**config.mk**
```make
export PLATFORM = sky130hd
export DESIGN_NAME = dsp_mac_sequencer_flat
export DESIGN_NICKNAME = d
export VERILOG_FILES = /design/src/rtl/dsp_pkg.sv /design/src/rtl/dsp_mac_sequencer_if.sv /design/src/rtl/dsp_tag_pipe.sv /design/src/rtl/dsp_mac_sequencer.sv /design/src/flat_wrapper.sv
export SDC_FILE = /design/constraint.sdc
export NUM_CORES = 1
export LEC_CHECK = 0
export ABC_AREA = 1
export BUFFER_PORTS_ARGS = -buffer_cell sky130_fd_sc_hd__buf_4
export CAP_MARGIN = 30
export CORE_UTILIZATION = 30
export DETAILED_ROUTE_END_ITERATION = 6
export SLEW_MARGIN = 20
export SYNTH_ARGS = -nofsm -noshare
export SYNTH_HDL_FRONTEND = slang
export SYNTH_SLANG_ARGS = --single-unit
```
**constraint.sdc**
```tcl
create_clock -name CLK -period 2.1 [get_ports CLK]
set_clock_uncertainty 0.05 [all_clocks]
set_input_delay 0.42 -clock CLK [delete_from_list [all_inputs] [get_ports CLK]]
set_output_delay 0.42 -clock CLK [all_outputs]
set_load 0.02 [all_outputs]
```
**src/rtl/dsp_pkg.sv**
```systemverilog
// dsp_pkg: OPMODE constants, pipeline tags and FSM state encoding shared by the MAC sequencer
package dsp_pkg;

    localparam logic [7:0] OPM_ZERO     = 8'b0000_0000;
    localparam logic [7:0] OPM_M        = 8'b0000_0001;
    localparam logic [7:0] OPM_C_PLUS_M = 8'b0000_1101;
    localparam logic [7:0] OPM_P_PLUS_M = 8'b0000_1001;
    localparam logic [7:0] OPM_HOLD     = 8'b0000_1000;

    typedef enum logic [1:0] {
        TAG_NONE   = 2'd0,
        TAG_FIRST  = 2'd1,
        TAG_ACC    = 2'd2,
        TAG_BUBBLE = 2'd3
    } tag_e;

    typedef logic [1:0] state_t;

    localparam state_t ST_IDLE  = 2'd0;
    localparam state_t ST_RUN   = 2'd1;
    localparam state_t ST_DRAIN = 2'd2;
    localparam state_t ST_RESP  = 2'd3;

endpackage

```
**src/rtl/dsp_mac_sequencer_if.sv**
```systemverilog
// dsp_mac_sequencer_if: job command, operand stream and result channels of the MAC sequencer
interface dsp_mac_sequencer_if #(
    parameter int DATA_W = 18,
    parameter int ACC_W  = 48,
    parameter int CNT_W  = 10
);
    logic                     cmd_valid;
    logic                     cmd_ready;
    logic [CNT_W-1:0]         cmd_len;
    logic                     cmd_bias_en;
    logic signed [ACC_W-1:0]  cmd_bias;
    logic                     op_valid;
    logic                     op_ready;
    logic signed [DATA_W-1:0] op_a;
    logic signed [DATA_W-1:0] op_b;
    logic                     res_valid;
    logic                     res_ready;
    logic signed [ACC_W-1:0]  res_data;

    modport master (
        output cmd_valid, cmd_len, cmd_bias_en, cmd_bias, op_valid, op_a, op_b, res_ready,
        input  cmd_ready, op_ready, res_valid, res_data
    );

    modport slave (
        input  cmd_valid, cmd_len, cmd_bias_en, cmd_bias, op_valid, op_a, op_b, res_ready,
        output cmd_ready, op_ready, res_valid, res_data
    );

endinterface

```
**src/rtl/dsp_tag_pipe.sv**
```systemverilog
// dsp_tag_pipe: delays the tag of each presented operand pair until its product reaches the post-adder
module dsp_tag_pipe
    import dsp_pkg::*;
#(
    parameter int DEPTH = 3
) (
    input  logic CLK,
    input  logic RST_N,
    input  logic clr_i,
    input  tag_e tag_i,
    output tag_e tag_o
);

    tag_e pipe_q [DEPTH];

    // shift one tag per cycle; a clear flushes tags left over from the previous job
    always_ff @(posedge CLK or negedge RST_N) begin
        if (!RST_N) begin
            for (int i = 0; i < DEPTH; i++) pipe_q[i] <= TAG_NONE;
        end else begin
            pipe_q[0] <= clr_i ? TAG_NONE : tag_i;
            for (int i = 1; i < DEPTH; i++) pipe_q[i] <= clr_i ? TAG_NONE : pipe_q[i-1];
        end
    end

    assign tag_o = pipe_q[DEPTH-1];

endmodule

```
**src/rtl/dsp_mac_sequencer.sv**
```systemverilog
// dsp_mac_sequencer: feeds operand pairs into a DSP slice with aligned OPMODE and returns the accumulated P
module dsp_mac_sequencer
    import dsp_pkg::*;
#(
    parameter int DATA_W = 18,
    parameter int ACC_W  = 48,
    parameter int CNT_W  = 10,
    parameter int LAT_M  = 3
) (
    input  logic                     CLK,
    input  logic                     RST_N,
    dsp_mac_sequencer_if.slave       host,
    output logic                     busy,
    output logic signed [DATA_W-1:0] dsp_a,
    output logic signed [DATA_W-1:0] dsp_b,
    output logic signed [DATA_W-1:0] dsp_d,
    output logic signed [ACC_W-1:0]  dsp_c,
    output logic [7:0]               dsp_opmode,
    output logic                     dsp_carryin,
    input  logic signed [ACC_W-1:0]  dsp_p
);

    localparam int DCNT_W = $clog2(LAT_M + 2);

    state_t                   state_q, state_d;
    logic                     cmd_rdy_q, cmd_rdy_d;
    logic [CNT_W-1:0]         cnt_q, cnt_d;
    logic [DCNT_W-1:0]        dcnt_q, dcnt_d;
    logic                     bias_en_q, bias_en_d;
    logic                     first_q, first_d;
    logic signed [ACC_W-1:0]  c_q, c_d;
    logic signed [ACC_W-1:0]  res_q, res_d;
    logic signed [DATA_W-1:0] a_q, a_d;
    logic signed [DATA_W-1:0] b_q, b_d;
    tag_e                     tag_q, tag_d, tag_out;
    logic                     cmd_hs, op_hs;

    assign cmd_hs = host.cmd_valid && cmd_rdy_q;
    assign op_hs  = host.op_valid && (state_q == ST_RUN);

    // job sequencing: latch the command, stream pairs with their tags, wait out the slice latency, hold the result
    always_comb begin
        state_d   = state_q;
        cnt_d     = cnt_q;
        dcnt_d    = dcnt_q;
        bias_en_d = bias_en_q;
        first_d   = first_q;
        c_d       = c_q;
        res_d     = res_q;
        a_d       = '0;
        b_d       = '0;
        tag_d     = TAG_NONE;
        case (state_q)
            ST_IDLE: if (cmd_hs) begin
                bias_en_d = host.cmd_bias_en;
                c_d       = host.cmd_bias_en ? host.cmd_bias : '0;
                res_d     = host.cmd_bias_en ? host.cmd_bias : '0;
                cnt_d     = host.cmd_len;
                first_d   = 1'b0;
                state_d   = (host.cmd_len == '0) ? ST_RESP : ST_RUN;
            end
            ST_RUN: begin
                tag_d = op_hs ? (first_q ? TAG_ACC : TAG_FIRST) : (first_q ? TAG_BUBBLE : TAG_NONE);
                if (op_hs) begin
                    a_d     = host.op_a;
                    b_d     = host.op_b;
                    first_d = 1'b1;
                    cnt_d   = cnt_q - CNT_W'(1);
                    dcnt_d  = '0;
                    state_d = (cnt_q == CNT_W'(1)) ? ST_DRAIN : ST_RUN;
                end
            end
            ST_DRAIN: begin
                tag_d  = TAG_BUBBLE;
                dcnt_d = dcnt_q + DCNT_W'(1);
                if (dcnt_q == DCNT_W'(LAT_M + 1)) begin
                    res_d   = dsp_p;
                    state_d = ST_RESP;
                end
            end
            default: if (host.res_ready) state_d = ST_IDLE;
        endcase
    end

    assign cmd_rdy_d = (state_d == ST_IDLE);

    // state and slice-facing registers; cmd_ready is registered so it stays low while reset is held
    always_ff @(posedge CLK or negedge RST_N) begin
        if (!RST_N) begin
            state_q   <= ST_IDLE;
            cmd_rdy_q <= 1'b0;
            cnt_q     <= '0;
            dcnt_q    <= '0;
            bias_en_q <= 1'b0;
            first_q   <= 1'b0;
            c_q       <= '0;
            res_q     <= '0;
            a_q       <= '0;
            b_q       <= '0;
            tag_q     <= TAG_NONE;
        end else begin
            state_q   <= state_d;
            cmd_rdy_q <= cmd_rdy_d;
            cnt_q     <= cnt_d;
            dcnt_q    <= dcnt_d;
            bias_en_q <= bias_en_d;
            first_q   <= first_d;
            c_q       <= c_d;
            res_q     <= res_d;
            a_q       <= a_d;
            b_q       <= b_d;
            tag_q     <= tag_d;
        end
    end

    dsp_tag_pipe #(.DEPTH(LAT_M)) u_tag_pipe (
        .CLK   (CLK),
        .RST_N (RST_N),
        .clr_i (cmd_hs),
        .tag_i (tag_q),
        .tag_o (tag_out)
    );

    assign dsp_opmode = (state_q == ST_IDLE)   ? OPM_ZERO :
                        (tag_out == TAG_FIRST)  ? (bias_en_q ? OPM_C_PLUS_M : OPM_M) :
                        (tag_out == TAG_ACC)    ? OPM_P_PLUS_M :
                        (tag_out == TAG_BUBBLE) ? OPM_HOLD : OPM_ZERO;

    assign dsp_a          = a_q;
    assign dsp_b          = b_q;
    assign dsp_c          = c_q;
    assign dsp_d          = '0;
    assign dsp_carryin    = 1'b0;
    assign busy           = (state_q != ST_IDLE);
    assign host.cmd_ready = cmd_rdy_q;
    assign host.op_ready  = (state_q == ST_RUN);
    assign host.res_valid = (state_q == ST_RESP);
    assign host.res_data  = res_q;

endmodule

```
**src/flat_wrapper.sv**
```systemverilog
// flat-port wrapper written by rule: the top's interface ports become plain ports
module dsp_mac_sequencer_flat import dsp_pkg::*;
#(
    parameter int DATA_W = 18,
    parameter int ACC_W  = 48,
    parameter int CNT_W  = 10,
    parameter int LAT_M  = 3
)
  (CLK, RST_N, busy, dsp_a, dsp_b, dsp_d, dsp_c, dsp_opmode, dsp_carryin, dsp_p, host_cmd_valid, host_cmd_len, host_cmd_bias_en, host_cmd_bias, host_op_valid, host_op_a, host_op_b, host_res_ready, host_cmd_ready, host_op_ready, host_res_valid, host_res_data);
  dsp_mac_sequencer_if #(.DATA_W(DATA_W), .ACC_W(ACC_W), .CNT_W(CNT_W)) host_i ();
  input  logic CLK;
  input  logic RST_N;
  output logic busy;
  output logic signed [DATA_W-1:0] dsp_a;
  output logic signed [DATA_W-1:0] dsp_b;
  output logic signed [DATA_W-1:0] dsp_d;
  output logic signed [ACC_W-1:0] dsp_c;
  output logic [7:0] dsp_opmode;
  output logic dsp_carryin;
  input  logic signed [ACC_W-1:0] dsp_p;
  input wire logic [$bits(host_i.cmd_valid)-1:0] host_cmd_valid;
  input wire logic [$bits(host_i.cmd_len)-1:0] host_cmd_len;
  input wire logic [$bits(host_i.cmd_bias_en)-1:0] host_cmd_bias_en;
  input wire logic [$bits(host_i.cmd_bias)-1:0] host_cmd_bias;
  input wire logic [$bits(host_i.op_valid)-1:0] host_op_valid;
  input wire logic [$bits(host_i.op_a)-1:0] host_op_a;
  input wire logic [$bits(host_i.op_b)-1:0] host_op_b;
  input wire logic [$bits(host_i.res_ready)-1:0] host_res_ready;
  output wire logic [$bits(host_i.cmd_ready)-1:0] host_cmd_ready;
  output wire logic [$bits(host_i.op_ready)-1:0] host_op_ready;
  output wire logic [$bits(host_i.res_valid)-1:0] host_res_valid;
  output wire logic [$bits(host_i.res_data)-1:0] host_res_data;
  assign host_i.cmd_valid = host_cmd_valid;
  assign host_i.cmd_len = host_cmd_len;
  assign host_i.cmd_bias_en = host_cmd_bias_en;
  assign host_i.cmd_bias = host_cmd_bias;
  assign host_i.op_valid = host_op_valid;
  assign host_i.op_a = host_op_a;
  assign host_i.op_b = host_op_b;
  assign host_i.res_ready = host_res_ready;
  assign host_cmd_ready = host_i.cmd_ready;
  assign host_op_ready = host_i.op_ready;
  assign host_res_valid = host_i.res_valid;
  assign host_res_data = host_i.res_data;
  dsp_mac_sequencer #(.DATA_W(DATA_W), .ACC_W(ACC_W), .CNT_W(CNT_W), .LAT_M(LAT_M)) u_core (.CLK(CLK), .RST_N(RST_N), .host(host_i), .busy(busy), .dsp_a(dsp_a), .dsp_b(dsp_b), .dsp_d(dsp_d), .dsp_c(dsp_c), .dsp_opmode(dsp_opmode), .dsp_carryin(dsp_carryin), .dsp_p(dsp_p));
endmodule
```
==> impl_metrics.json <==
{
  "fillers": 2318,
  "cts_buffer_depth": 2,
  "detailed_place_hpwl_mm": 15.1,
  "post-route-min-period_ps": 2020,
  "dp.cells": 1394,
  "wirelength_mm": 20.7,
  "switching_power_mw": 6.43,
  "place.port_buffers": 286,
  "yosys.area_share.xor_xnor": 0,
  "worstPathMaxFanout": 17,
  "area_growth_pct": 43.6,
  "yosysMostFrequentCell": "nand2_1",
  "worst-endpoint-required_ps": 1630,
  "drv_slew": 0,
  "slowest_delay_ps": 430,
  "synthCells": 827,
  "cts_tree": "built",
  "fin_nets": 1260,
  "ys_seq_elements": 158,
  "combPwrFrac": 0.476,
  "ios": 311,
  "synthArstFlopShare": 1.00,
  "fin_cells": 1429,
  "yosys.area.top_type": "dfrtp_1",
  "synth_top_area_frac": 0.560,
  "root_buffer": "clkbuf_16",
  "dr.first_iter.drc_count": 306,
  "synth_top_family_by_area": "simple AND/OR/NAND/NOR gates",
  "ys_warn_count": 0,
  "ant_nets": 0,
  "insertion_delay_ps": 420,
  "final_layout_size_suffix_gt1_frac": 0.311,
  "finalSetupViolCount": 0,
  "synthMuxAreaShare": 0.00159,
  "synthesis.area_um2": 7070,
  "seq_power_share": 0.326,
  "critPathSlowestCell": "dfrtp_1",
  "rsz0062_at_grt": "true",
  "clk_pin_slew_ps": 70,
  "crit_arrival_ps": 1550,
  "max_cap_viol_count": 0,
  "drt-wirelength-per-cell_um": 14.5,
  "syn_area_per_cell_um2": 8.54,
  "vias": 6416,
  "startpoint_type": "flop",
  "drc": 0,
  "power.leakage_nw": 5.22,
  "pwr-share-clk": 0.198,
  "antenna_found_initial": 3,
  "synth_area_leaders": "dfrtp_1 (56%), nand2_1 (10%), nor2_1 (6.1%)",
  "grt_overflow": 0,
  "ys.flop_type": "dfrtp_1",
  "ir_drop_mv": 0.621,
  "ff_latch_area_um2": 3950,
  "hp-class": "in2reg",
  "timing.fmax_ghz": 0.495,
  "status": "completed",
  "synth_edf_count": 0,
  "grt_usage": 0.173,
  "synthAdderAreaFrac": 0.0195,
  "viasPerCell": 4.49,
  "die_area_um2": 24200,
  "synth-compound-area-share": 0.105,
  "cts_buffers": 17,
  "synthTopCellsByCount": "nand2_1 (194), dfrtp_1 (158), nor2_1 (114)",
  "p_sw_frac": 0.420,
  "cp_top_family": "buffers and inverters",
  "grt_max_degree": 98,
  "fp.dieH_um": 155,
  "die_w_um": 155,
  "finalHoldViolCount": 0,
  "hold_slack_ps": 161,
  "critPathBufInv": 3,
  "period_share": 0.963,
  "place.gp.congestion": 0.797,
  "yosysSeqAreaShare": 0.560,
  "first_pass_iters": 5,
  "power.total_mw": 15.3,
  "multiInputGateArea_um2": 2530,
  "grt_pass1_wl_mm": 32.6,
  "synthSimpleGateAreaFrac": 0.216,
  "grt_pass1_vias": 6279,
  "intPower_mw": 8.89,
  "start_util": 0.309,
  "path_class": "reg2out",
  "cts_setup_buffers": 0,
  "ys_types": 30,
  "core_area_um2": 22800,
  "rows": 55,
  "htreeDepth": 4,
  "worstPathCellList": "inv_1 > ha_2 > buf_6 > buf_4",
  "pwr_density_cell_nw_per_um2": 1510,
  "crit_path_end_kind": "output pin",
  "clkSinkCount": 158
}
cell families after synthesis:
kind of cell               after synthesis
adders and majority gates               11
and+or+nand+nor                        379
AOI/OAI and AO/OA                      132
muxes                                    1
buffers and inverters                  145
other                                    1
DFF                                    158
path summary, 6_finish.rpt:
path,start,endpoint,slack [ps],cells after the start
max,u_core.state_q[1]$_DFF_PN0_,host_op_ready,80,4
min in group asynchronous,RST_N,u_core.host.res_data[2]$_DFFE_PN0P_,460,2
min,host_op_a[5],u_core.dsp_a[5]$_DFF_PN0_,160,3
max in group asynchronous,RST_N,u_core.dsp_a[4]$_DFF_PN0_,960,3
min reg2reg,u_core.tag_q[0]$_DFF_PN0_,u_core.u_tag_pipe.pipe_q[4]$_DFF_PN0_,420,2
max reg2reg,u_core.state_q[0]$_DFF_PN0_,u_core.host.res_data[0]$_DFFE_PN0P_,240,7
layout by cell type (no fill, tap or decap), types with 3 or more instances in the layout:
cell type   Yosys  routed
ha_2            0       3
dfrtp_1       158     158
nor3_1          4       4
nand3_1        62      62
a21oi_1         8       8
conb_1          1      24
clkbuf_16       0      17
o21ai_0        67      67
nand2_1       194     194
buf_12          0       9
nor2_1        114     114
ha_1           11       8
inv_1          68      68
buf_4          35     295
clkinvlp_4      0       3
clkinv_4        0       4
a31oi_1        48      48
flip-flops by register name, indices dropped and copies added, names as in the netlist:
| register | count |
|---|---|
| u_core.bias_en_q | 1 |
| u_core.cnt_q | 10 |
| u_core.dcnt_q | 3 |
| u_core.dsp_a | 18 |
| u_core.dsp_b | 18 |
| u_core.dsp_c | 48 |
| u_core.first_q | 1 |
| u_core.host.cmd_ready | 1 |
| u_core.host.res_data | 48 |
| u_core.state_q | 2 |
| u_core.tag_q | 2 |
| u_core.u_tag_pipe.pipe_q | 4 |
| u_core.u_tag_pipe.tag_o | 2 |
tightest hold or removal path: cells and delay by family:
| family | cells | cell delay, ps |
|---|---|---|
| buf+inv | 2 | 150 |
| simple gates | 1 | 30 |
timing repair:
| item | in CTS | in global routing |
|---|---|---|
| hold buffers | 1 | 0 |
| resized for setup | 1 | 2 |
| hold endpoints to repair | 38 | 0 |
| setup endpoints to repair | 1 | 5 |
metal layers:
metal  wire [um]  GRT usage
met4         276     0.0458
met1        8960      0.211
met2        9630      0.284
met5          14          0
met3        1840     0.0696
area by class of cell:
type / instances / area share
sequential: 158 / 0.390
timing repair buffer: 307 / 0.239
inverter: 70 / 0.0260
clock inverter: 13 / 0.0131
antenna: 2 / 0.000493
multi-input combinational: 547 / 0.249
tap: 313 / 0.0386
clock buffer: 19 / 0.0437
per-stage QoR:
| stage | setup slack [ps] | cell area, um^2 | util | TNS, ps |
|---|---|---|---|---|
| floorplan | 356 | 7150 | - | 0 |
| global placement | 302 | 9550 | 0.418 | 0 |
| detailed placement | 250 | 9550 | 0.418 | 0 |
| CTS | 18.8 | 10100 | 0.444 | 0 |
| global route | -11.5 | 10100 | 0.444 | -11.5 |
| finish | 78.6 | 10100 | 0.444 | 0 |
power groups by stage:
stage / combinational [mW] / sequential (mW) / clock, mW
after CTS: 7.37 / 5.01 / 3.14
final: 7.30 / 5.00 / 3.03
after global placement: 7.29 / 5.02 / 0
after global routing: 8.05 / 5.17 / 3.28
after floorplan: 3.14 / 6.21 / 0
after detailed placement: 7.35 / 5.06 / 0
No activity file was read; power rests on OpenSTA's default activity.
